[src/rtl/wb_arbiter3.sv]
// wb_arbiter3: round-robin arbiter that merges three execute-unit results
// (A = ALU, B = MUL/DIV, C = LSU) onto one registered writeback bus.
// Optional grant/stall statistics counters are built in when the macro
// WB_ARB_STATS_EN is defined.
module wb_arbiter3 #(
    parameter int unsigned WIDTH = 32
) (
    input  logic             clk,
    input  logic             reset,
    input  logic             a_valid,
    input  logic [WIDTH-1:0] a_data,
    output logic             a_ready,
    input  logic             b_valid,
    input  logic [WIDTH-1:0] b_data,
    output logic             b_ready,
    input  logic             c_valid,
    input  logic [WIDTH-1:0] c_data,
    output logic             c_ready,
    output logic             out_valid,
    output logic [WIDTH-1:0] out_data,
    output logic [1:0]       out_sel,
    input  logic             out_ready
`ifdef WB_ARB_STATS_EN
    ,
    output logic [15:0]      cnt_a,
    output logic [15:0]      cnt_b,
    output logic [15:0]      cnt_c,
    output logic [15:0]      cnt_stall
`endif
);

    localparam int unsigned SEL_W = 2;
    localparam logic [SEL_W-1:0] SEL_A = 2'd0;
    localparam logic [SEL_W-1:0] SEL_B = 2'd1;
    localparam logic [SEL_W-1:0] SEL_C = 2'd2;

    logic [SEL_W-1:0] last;
    logic             free_c;
    logic [2:0]       grant_c;
    logic [SEL_W-1:0] grant_sel_c;
    logic [WIDTH-1:0] grant_data_c;

    assign free_c = !out_valid || out_ready;

    // Round-robin pick: search starts at the source after the last grant.
    always_comb begin
        grant_c = 3'b000;
        if (!reset && free_c) begin
            unique case (last)
                SEL_A: begin
                    if (b_valid)      grant_c = 3'b010;
                    else if (c_valid) grant_c = 3'b100;
                    else if (a_valid) grant_c = 3'b001;
                end
                SEL_B: begin
                    if (c_valid)      grant_c = 3'b100;
                    else if (a_valid) grant_c = 3'b001;
                    else if (b_valid) grant_c = 3'b010;
                end
                default: begin
                    if (a_valid)      grant_c = 3'b001;
                    else if (b_valid) grant_c = 3'b010;
                    else if (c_valid) grant_c = 3'b100;
                end
            endcase
        end
    end

    // Select code and data of the granted source for the result mux.
    always_comb begin
        grant_sel_c  = SEL_A;
        grant_data_c = a_data;
        if (grant_c[1]) begin
            grant_sel_c  = SEL_B;
            grant_data_c = b_data;
        end else if (grant_c[2]) begin
            grant_sel_c  = SEL_C;
            grant_data_c = c_data;
        end
    end

    assign a_ready = grant_c[0];
    assign b_ready = grant_c[1];
    assign c_ready = grant_c[2];

    // Output stage and last-grant pointer; a free register with no grant drains.
    always_ff @(posedge clk) begin
        if (reset) begin
            out_valid <= 1'b0;
            out_data  <= '0;
            out_sel   <= SEL_A;
            last      <= SEL_C;
        end else if (free_c) begin
            if (grant_c != 3'b000) begin
                out_valid <= 1'b1;
                out_data  <= grant_data_c;
                out_sel   <= grant_sel_c;
                last      <= grant_sel_c;
            end else begin
                out_valid <= 1'b0;
            end
        end
    end

`ifdef WB_ARB_STATS_EN
    localparam logic [15:0] CNT_MAX = 16'hFFFF;

    // Saturating per-source grant counters and backpressure stall counter.
    always_ff @(posedge clk) begin
        if (reset) begin
            cnt_a     <= '0;
            cnt_b     <= '0;
            cnt_c     <= '0;
            cnt_stall <= '0;
        end else begin
            if (grant_c[0] && cnt_a != CNT_MAX) cnt_a <= cnt_a + 16'd1;
            if (grant_c[1] && cnt_b != CNT_MAX) cnt_b <= cnt_b + 16'd1;
            if (grant_c[2] && cnt_c != CNT_MAX) cnt_c <= cnt_c + 16'd1;
            if (out_valid && !out_ready && cnt_stall != CNT_MAX)
                cnt_stall <= cnt_stall + 16'd1;
        end
    end
`endif

endmodule

[config.mk]
export PLATFORM = sky130hd
export DESIGN_NAME = wb_arbiter3
export DESIGN_NICKNAME = d
export VERILOG_FILES = /design/src/rtl/wb_arbiter3.sv
export SDC_FILE = /design/constraint.sdc
export NUM_CORES = 1
export LEC_CHECK = 0
export ABC_AREA = 1
export BUFFER_PORTS_ARGS = -buffer_cell sky130_fd_sc_hd__buf_4
export CAP_MARGIN = 20
export CORE_AREA = 8 8 74 108
export CTS_BUF_LIST = sky130_fd_sc_hd__clkbuf_4 sky130_fd_sc_hd__clkbuf_8
export DETAILED_ROUTE_END_ITERATION = 10
export DIE_AREA = 0 0 82 116
export GPL_TIMING_DRIVEN = 0
export PLACE_DENSITY_LB_ADDON = 0.08
export REMOVE_ABC_BUFFERS = 1
export SLEW_MARGIN = 20
export SYNTH_ARGS = -nofsm -noshare
export SYNTH_HDL_FRONTEND = slang
export SYNTH_SLANG_ARGS = --single-unit
export TNS_END_PERCENT = 5
[constraint.sdc]
create_clock -name clk -period 2.3 [get_ports clk]
set_clock_uncertainty 0.05 [all_clocks]
set_input_delay 0.345 -clock clk [delete_from_list [all_inputs] [get_ports clk]]
set_output_delay 0.345 -clock clk [all_outputs]
set_load 0.02 [all_outputs]
; ---- Word-level counts from Yosys, hierarchy flattened
; Cells that the tools add are included.
[op_classes]
n_reduce_logical = 7
n_eq_ne = 1
n_mux = 16
[op_table]
columns = operator, n
row1 = two-way mux 32 bit, 2
row2 = two-way mux 3 bit, 7
row3 = two-way mux 2 bit, 4
row4 = one-hot mux 3 bit (2 select lines), 1
row5 = nonzero test 3 bit, 1
row6 = == test 2 x 1 -> 1 bit (second input constant), 1
row7 = zero test 1 bit, 2
row8 = zero test 2 bit, 1
row9 = two-way mux 1 bit, 2
row10 = AND reduction 2 bit, 1
row11 = logical AND 1 bit, 1
row12 = logical OR 1 bit, 1
[totals]
word_cells = 28
reg_bits = 37

; ---- Longest topological paths before layout
; Gate-level depths: netlist (run 1).
[logic_depth]
ltp_word = 7
depth_mapped = 11
mapped_depth_nobuf = 10

; ---- Worst setup path after synthesis (run 1)
; No wires, ideal clock.
[synth_timing]
kind = flip-flop to output port
from = register out_valid
to = output b_ready
n_path_buf = 2
setup_slack_ns = 0.787
arrival_ns = 1.118
required_ns = 1.905
stages_incl_launch_ff = 6
path_cell_list = dfxtp_1 a21oi_1 nand4_2 buf_6 buf_6 inv_1
[synth_via]
elab_chain_cells = 4
[synth_lines]
columns = element, line
row1 = "start, declared", 19  ; output logic out_valid,
row2 = "start signal, assigned", 89  ; out_valid <= 1'b0;
row3 = "start signal, assigned", 95  ; out_valid <= 1'b1;
row4 = "start signal, assigned", 100  ; out_valid <= 1'b0;
row5 = zero test 1 bit, 43  ; assign free_c = !out_valid || out_ready;
row6 = logical OR 1 bit, 43
row7 = logical AND 1 bit, 48  ; if (!reset && free_c) begin
row8 = two-way mux 3 bit, 48
row9 = "end, declared", 15  ; output logic b_ready,
; Every way passes these cells.

; ---- Worst setup path in the final report (run 1)
[layout_timing]
from = input reset
to = output c_ready
[layout_via]
elab_chain_cells = 3
[layout_lines]
columns = element, line
row1 = "start, declared", 9  ; input logic reset,
row2 = zero test 1 bit, 48
row3 = logical AND 1 bit, 48
row4 = two-way mux 3 bit, 48
row5 = "end, declared", 18  ; output logic c_ready,
; Every way passes these cells.

==> results of run 1 <==
-- metal layers --
| layer | track usage | vias up |
|---|---|---|
| li1 | - | 1543 |
| met1 | 0.202 | 1432 |
| met2 | 0.330 | 98 |
| met3 | 0.0466 | 13 |
| met4 | 0.0671 | 0 |
| met5 | 0 | - |
-- cell usage after synthesis (2+ instances only) --
cell type | number | area share
a21oi_1 | 2 | 0.0040
buf_1 | 2 | 0.0030
buf_2 | 8 | 0.016
buf_4 | 11 | 0.033
buf_6 | 9 | 0.040
clkbuf_1 | 2 | 0.0030
dfxtp_1 | 36 | 0.29
inv_1 | 39 | 0.058
inv_2 | 4 | 0.0059
nand2_1 | 74 | 0.11
nand2_2 | 4 | 0.0099
nand3_1 | 89 | 0.18
nand3_2 | 10 | 0.040
nand4_1 | 32 | 0.079
nor2_1 | 67 | 0.099
nor2_2 | 2 | 0.0049
o21ai_1 | 2 | 0.0040
-- worst max-delay path, stage by stage --
cell     delay [ns]
buf_4          0.13
inv_6          0.22
nand2_2        0.17
nor2_4         0.22
nand2_8        0.24
inv_12         0.24
buf_4          0.18
-- cell families (layout without fill, tap and decap cells) --
kind of cell,count (synthesis),after routing,synth area share
AND/OR/NAND/NOR,280,282,0.532
buffers and inverters,77,190,0.167
AO/OA/AOI/OAI,7,7,0.0163
flip-flops,36,36,0.285
-- metrics by stage --
stage,instances,setup TNS [ns]
global route,591,0
CTS,590,0
detailed placement,584,-23.53
global placement,582,-43.62
finish,591,0
floorplan,367,-10.62
-- power by group through the flow --
stage	combinational [mW]	sequential [mW]	clock, mW
CTS	1.02	0.776	0.416
detailed placement	1.00	0.790	0
global route	1.13	0.790	0.439
global placement	0.970	0.786	0
floorplan	0.444	0.905	0
finish	1.01	0.777	0.399
-- final timing paths --
| kind | slack [ns] | end | start | depth (start not counted) |
|---|---|---|---|---|
| worst max-delay path | 0.12 | c_ready | reset | 7 |
| worst min-delay path | 0.22 | out_valid$_SDFFE_PP0N_ | reset | 2 |
| worst max register to register | 0.22 | out_data[30]$_SDFFE_PP0P_ | last[1]$_SDFFE_PP1P_ | 8 |
| worst min register to register | 0.48 | out_valid$_SDFFE_PP0N_ | out_valid$_SDFFE_PP0N_ | 2 |
-- cell type report --
type	count	area, µm²	share of cell area
Clock buffer	5	68.8	0.0190
Sequential cell	36	721	0.199
Timing Repair Buffer	141	1100	0.303
Multi-Input combinational cell	289	1460	0.402
Inverter	44	183	0.0504
Tap cell	76	95.1	0.0262
-- flip-flops by register name, indices dropped and copies added, names as in the netlist --
register	count
last	1
out_data	32
out_sel	2
out_valid	1
-- what timing repair did --
item	in CTS	in global routing
setup endpoints to repair	36	36
pin swaps	1	1
cloned	1	1
resized for setup	7	1
hold buffers	0	0
==> run_results.csv, run 1 <==
group,metric,value,unit
run_status,outcome,"complete, no violations",
floorplan,initial_utilization,0.395,
cells_and_area,antenna_cells,0,
worst_setup_path,crit_arrival,1.78,ns
clock_network,clock_latency,0.28,ns
hold_path,hold_class,"primary input to flip-flop",
detailed_routing,dr.pass1.iters,4,
synthesis,seq_area_frac_synth,0.285,
timing,layout_setup_ws,0.122,ns
pwr,switchingPower,834,µW
floorplan,rows,36,
detailed_routing,met3WireLength,652,µm
cells_and_area,layout_commonest_cell,"buf_4",
pwr,p_comb_frac,0.463,
global_route,grt_usage,0.185,
clock_network,cts_buffer_depth,2,
timing,hold_viol,0,
synthesis,yosys_warnings,0,
detailed_routing,top_layer,"met4",
clock_network,cts.clk_slew.worst_paths,0.06,ns
timing,drv_slew,0,
cells_and_area,fill_cells,676,
floorplan,die_area,9510,µm²
detailed_routing,post_drt_wl_per_cell,15.2,µm
global_route,grt_pass1_vias,3004,
timing,fmax,459,MHz
place,gp_congestion,0.724,
timing,timing.final.crit_share,0.947,
pwr,switching_share,0.381,
worst_setup_path,cp-end-kind,"primary output",
timing,worst_pin_slew,0.763,ns
pwr,power.density,604,nW/µm²
cells_and_area,final_area,3620,µm²
pwr,ir_drop,0.301,mV
clock_network,cts_tree,"yes",
place,dp_hpwl,5930,µm
place,port-buffer-count,139,
worst_setup_path,required,1.90,ns
global_route,grt_first_pass_wirelength,14100,µm
worst_setup_path,startpoint_type,"primary input",
pwr,p_int,1.36,mW
clock_network,cts_root_buffer,"clkbuf_8",
detailed_routing,wl,8990,µm
cells_and_area,drive_above_1_share,0.336,
floorplan,die_w,82,µm
synthesis,syn_area_per_cell,6.32,µm²
place,post-place-ws,-0.710,ns
pwr,p_leak,1.88,nW
synthesis,synth-seq-cells,36,
synthesis,synth-edff-count,0,
global_route,antenna_found_initial,0,
detailed_routing,routed-wl-met2,4780,µm
cells_and_area,area_growth,43.3,%
cells_and_area,final_cell_mix,"buf_4, nand3_1, nand2_1",
global_route,gr-total-overflow,0,
timing,setup_viol,0,
timing,slew_headroom,0.490,
job,cap_violations,0,
timing,whs,0.220,ns
detailed_routing,drtIter0Drc,210,
timing,rsz0062_at_grt,"false",
synthesis,syn_inst,400,
pwr,clkPwrFrac,0.182,
detailed_routing,final_antenna_net_count,0,
timing,fin_crit,2.18,ns
pwr,p_seq_frac,0.355,
synthesis,yosysUniqueCellTypes,24,
worst_setup_path,path_class,"primary input to primary output",
detailed_routing,drc,0,
clock_network,cts_buffers,5,
clock_network,cts_setup_buffers,0,
place,place_area,3500,µm²
floorplan,die_h,116,µm
cells_and_area,post-route-util,0.567,
global_route,grt_max_degree,43,
synthesis,synthArstFlopShare,0,
cells_and_area,nets,619,
floorplan,pin_count,140,
synthesis,synth-main-ff-cell,"dfxtp_1",
detailed_routing,num_vias,3086,
detailed_routing,wl_met1,3390,µm
pwr,finalPower,2.19,mW
clock_network,cts.sinks,36,
floorplan,core,6400,µm²
synthesis,synthesis.area,2530,µm²
clock_network,htree_levels,2,
detailed_routing,drt-vias-per-instance,5.22,
worst_setup_path,worst-path-max-fanout,36,
Note: power is estimated with default switching activity, not from simulation.
==> run 2, diff against run 1 <==
--- a/config.mk
+++ b/config.mk
@@ -8,11 +8,12 @@
 export ABC_AREA = 1
 export BUFFER_PORTS_ARGS = -buffer_cell sky130_fd_sc_hd__buf_4
 export CAP_MARGIN = 20
-export CORE_AREA = 8 8 74 108
+export CORE_AREA = 8 8 80 99
 export CTS_BUF_LIST = sky130_fd_sc_hd__clkbuf_4 sky130_fd_sc_hd__clkbuf_8
 export DETAILED_ROUTE_END_ITERATION = 10
-export DIE_AREA = 0 0 82 116
+export DIE_AREA = 0 0 88 107
 export GPL_TIMING_DRIVEN = 0
+export MAX_ROUTING_LAYER = met4
 export PLACE_DENSITY_LB_ADDON = 0.08
 export REMOVE_ABC_BUFFERS = 1
 export SLEW_MARGIN = 20
==> run_results.csv, run 2 (same netlist as run 1, synthesis figures left out) <==
group,metric,value,unit
clock_network,cts_tree,"yes",
pwr,switchingPower,869,µW
cells_and_area,antenna_cells,0,
global_route,grt_pass1_vias,2962,
global_route,grt_first_pass_wirelength,14300,µm
clock_network,cts_buffer_depth,2,
floorplan,rows,33,
cells_and_area,drive_above_1_share,0.344,
pwr,finalPower,2.41,mW
timing,setup_viol,0,
cells_and_area,largest_register_ffs,32,
detailed_routing,post_drt_wl_per_cell,15.2,µm
floorplan,core,6400,µm²
cells_and_area,final_cell_mix,"buf_4, nand3_1, nand2_1",
pwr,p_leak,1.90,nW
timing,drv_slew,0,
cells_and_area,largest_registers,"out_data: 32 flops, out_sel: 2 flops",
worst_setup_path,worst-path-max-fanout,36,
timing,fin_crit,2.17,ns
floorplan,initial_utilization,0.395,
clock_network,cts.clk_slew.worst_paths,0.07,ns
worst_setup_path,startpoint_type,"primary input",
pwr,p_seq_frac,0.322,
pwr,p_int,1.54,mW
detailed_routing,wl,9190,µm
floorplan,die_h,107,µm
pwr,switching_share,0.360,
global_route,grt_usage,0.194,
clock_network,cts_buffers,5,
global_route,gr-total-overflow,0,
hold_path,hold_class,"primary input to flip-flop",
worst_setup_path,crit_arrival,1.78,ns
worst_setup_path,cp_common_cell,"buf_4",
timing,slew_headroom,0.441,
detailed_routing,final_antenna_net_count,0,
detailed_routing,num_vias,3059,
worst_setup_path,critPathSlowestCell,"inv_12",
clock_network,htree_levels,2,
worst_setup_path,path_class,"primary input to primary output",
timing,whs,0.207,ns
floorplan,die_area,9420,µm²
cells_and_area,post-route-util,0.577,
clock_network,cts.sinks,36,
worst_setup_path,rrSetupSlack,0.18,ns
pwr,power.density,653,nW/µm²
cells_and_area,fill_cells,642,
floorplan,pin_count,140,
job,cap_violations,0,
pwr,clkPwrFrac,0.256,
cells_and_area,layout_commonest_cell,"buf_4",
worst_setup_path,cp-end-kind,"primary output",
place,gp_congestion,0.756,
run_status,outcome,"complete, no violations",
timing,rsz0062_at_grt,"false",
timing,hold_viol,0,
cells_and_area,area_growth,46.1,%
place,dp_hpwl,5920,µm
detailed_routing,drt-vias-per-instance,5.06,
worst_setup_path,crit_chain,"buf_4 > inv_6 > nand2_2 > nor2_4 > nand2_8 > inv_12 > buf_4",
timing,fmax,460,MHz
detailed_routing,drc,0,
floorplan,die_w,88,µm
cells_and_area,nets,619,
worst_setup_path,critPathTopFamily,"buffers and inverters",
worst_setup_path,cp.buffers_inverters,4,
clock_network,clock_latency,0.29,ns
cells_and_area,top_register,"out_data",
timing,worst_pin_slew,0.837,ns
pwr,ir_drop,0.280,mV
detailed_routing,dr.pass1.iters,4,
clock_network,cts_setup_buffers,0,
worst_setup_path,required,1.90,ns
global_route,grt_max_degree,38,
global_route,antenna_found_initial,0,
worst_setup_path,cpPeakStageDelay,0.26,ns
detailed_routing,drtIter0Drc,175,
clock_network,cts.hold.buffers_added,0,
clock_network,cts_root_buffer,"clkbuf_8",
timing,fin_tns_setup,0,ns
place,port-buffer-count,139,
pwr,p_comb_frac,0.422,
timing,timing.final.crit_share,0.946,
[run 2: cell types whose count changed in the layout (fill, tap and decap cells not counted)]
cell	change
nor2_4	+1
dfxtp_1	-2
dfxtp_2	+2
nand2_2	-1
nand4_2	-1
nand2_4	+1
buf_12	+1
bufinv_16	+1
clkbuf_8	+2
buf_16	-1
[run 2: path summary, 6_finish.rpt]
check	startpoint	end	cells past startpoint
hold reg to reg	out_sel[0]$_SDFFE_PP0P_	out_sel[0]$_SDFFE_PP0P_	2
setup reg to reg	last[1]$_SDFFE_PP1P_	out_sel[0]$_SDFFE_PP0P_	8
hold / removal	reset	out_valid$_SDFFE_PP0N_	2
setup / recovery	reset	c_ready	7
[run 2: repair_timing]
| item | in CTS | in global routing |
|---|---|---|
| cloned | 1 | 1 |
| setup endpoints to repair | 36 | 36 |
| gates resized for setup | 6 | 5 |
| pin swaps | 1 | 2 |
[run 2: layout make-up]
class | count | area, µm² | share of cell area
timing repair buffer | 141 | 1090 | 0.295
clock buffer | 7 | 96.3 | 0.0261
tap | 87 | 109 | 0.0295
inverter | 44 | 183 | 0.0494
sequential | 36 | 723 | 0.196
clock inverter | 1 | 30.0 | 0.00813
multi-input combinational | 289 | 1460 | 0.396
[run 2: power groups by stage]
stage	sequential, mW	clock [mW]	combinational, mW
after global routing	0.789	0.661	1.13
final	0.777	0.617	1.02
after detailed placement	0.789	0	0.999
after floorplan	0.905	0	0.444
after CTS	0.775	0.635	1.01
after global placement	0.785	0	0.968
[run 2: metrics by stage]
step                cells  setup WS [ns]  area (µm²)
global route          605         0.0170        3690
finish                605          0.125        3690
global placement      593          -1.21        3430
CTS                   604       0.000865        3670
detailed placement    595         -0.699        3500
floorplan             367         -0.316        2270
[run 2: per-layer routing]
| layer | track usage | vias up | wire [µm] |
|---|---|---|---|
| li1 | - | 1537 | - |
| met1 | 0.222 | 1396 | 3790 |
| met2 | 0.326 | 116 | 4730 |
| met3 | 0.0360 | 10 | 527 |
| met4 | 0.0727 | 0 | 146 |
| met5 | - | - | 0 |
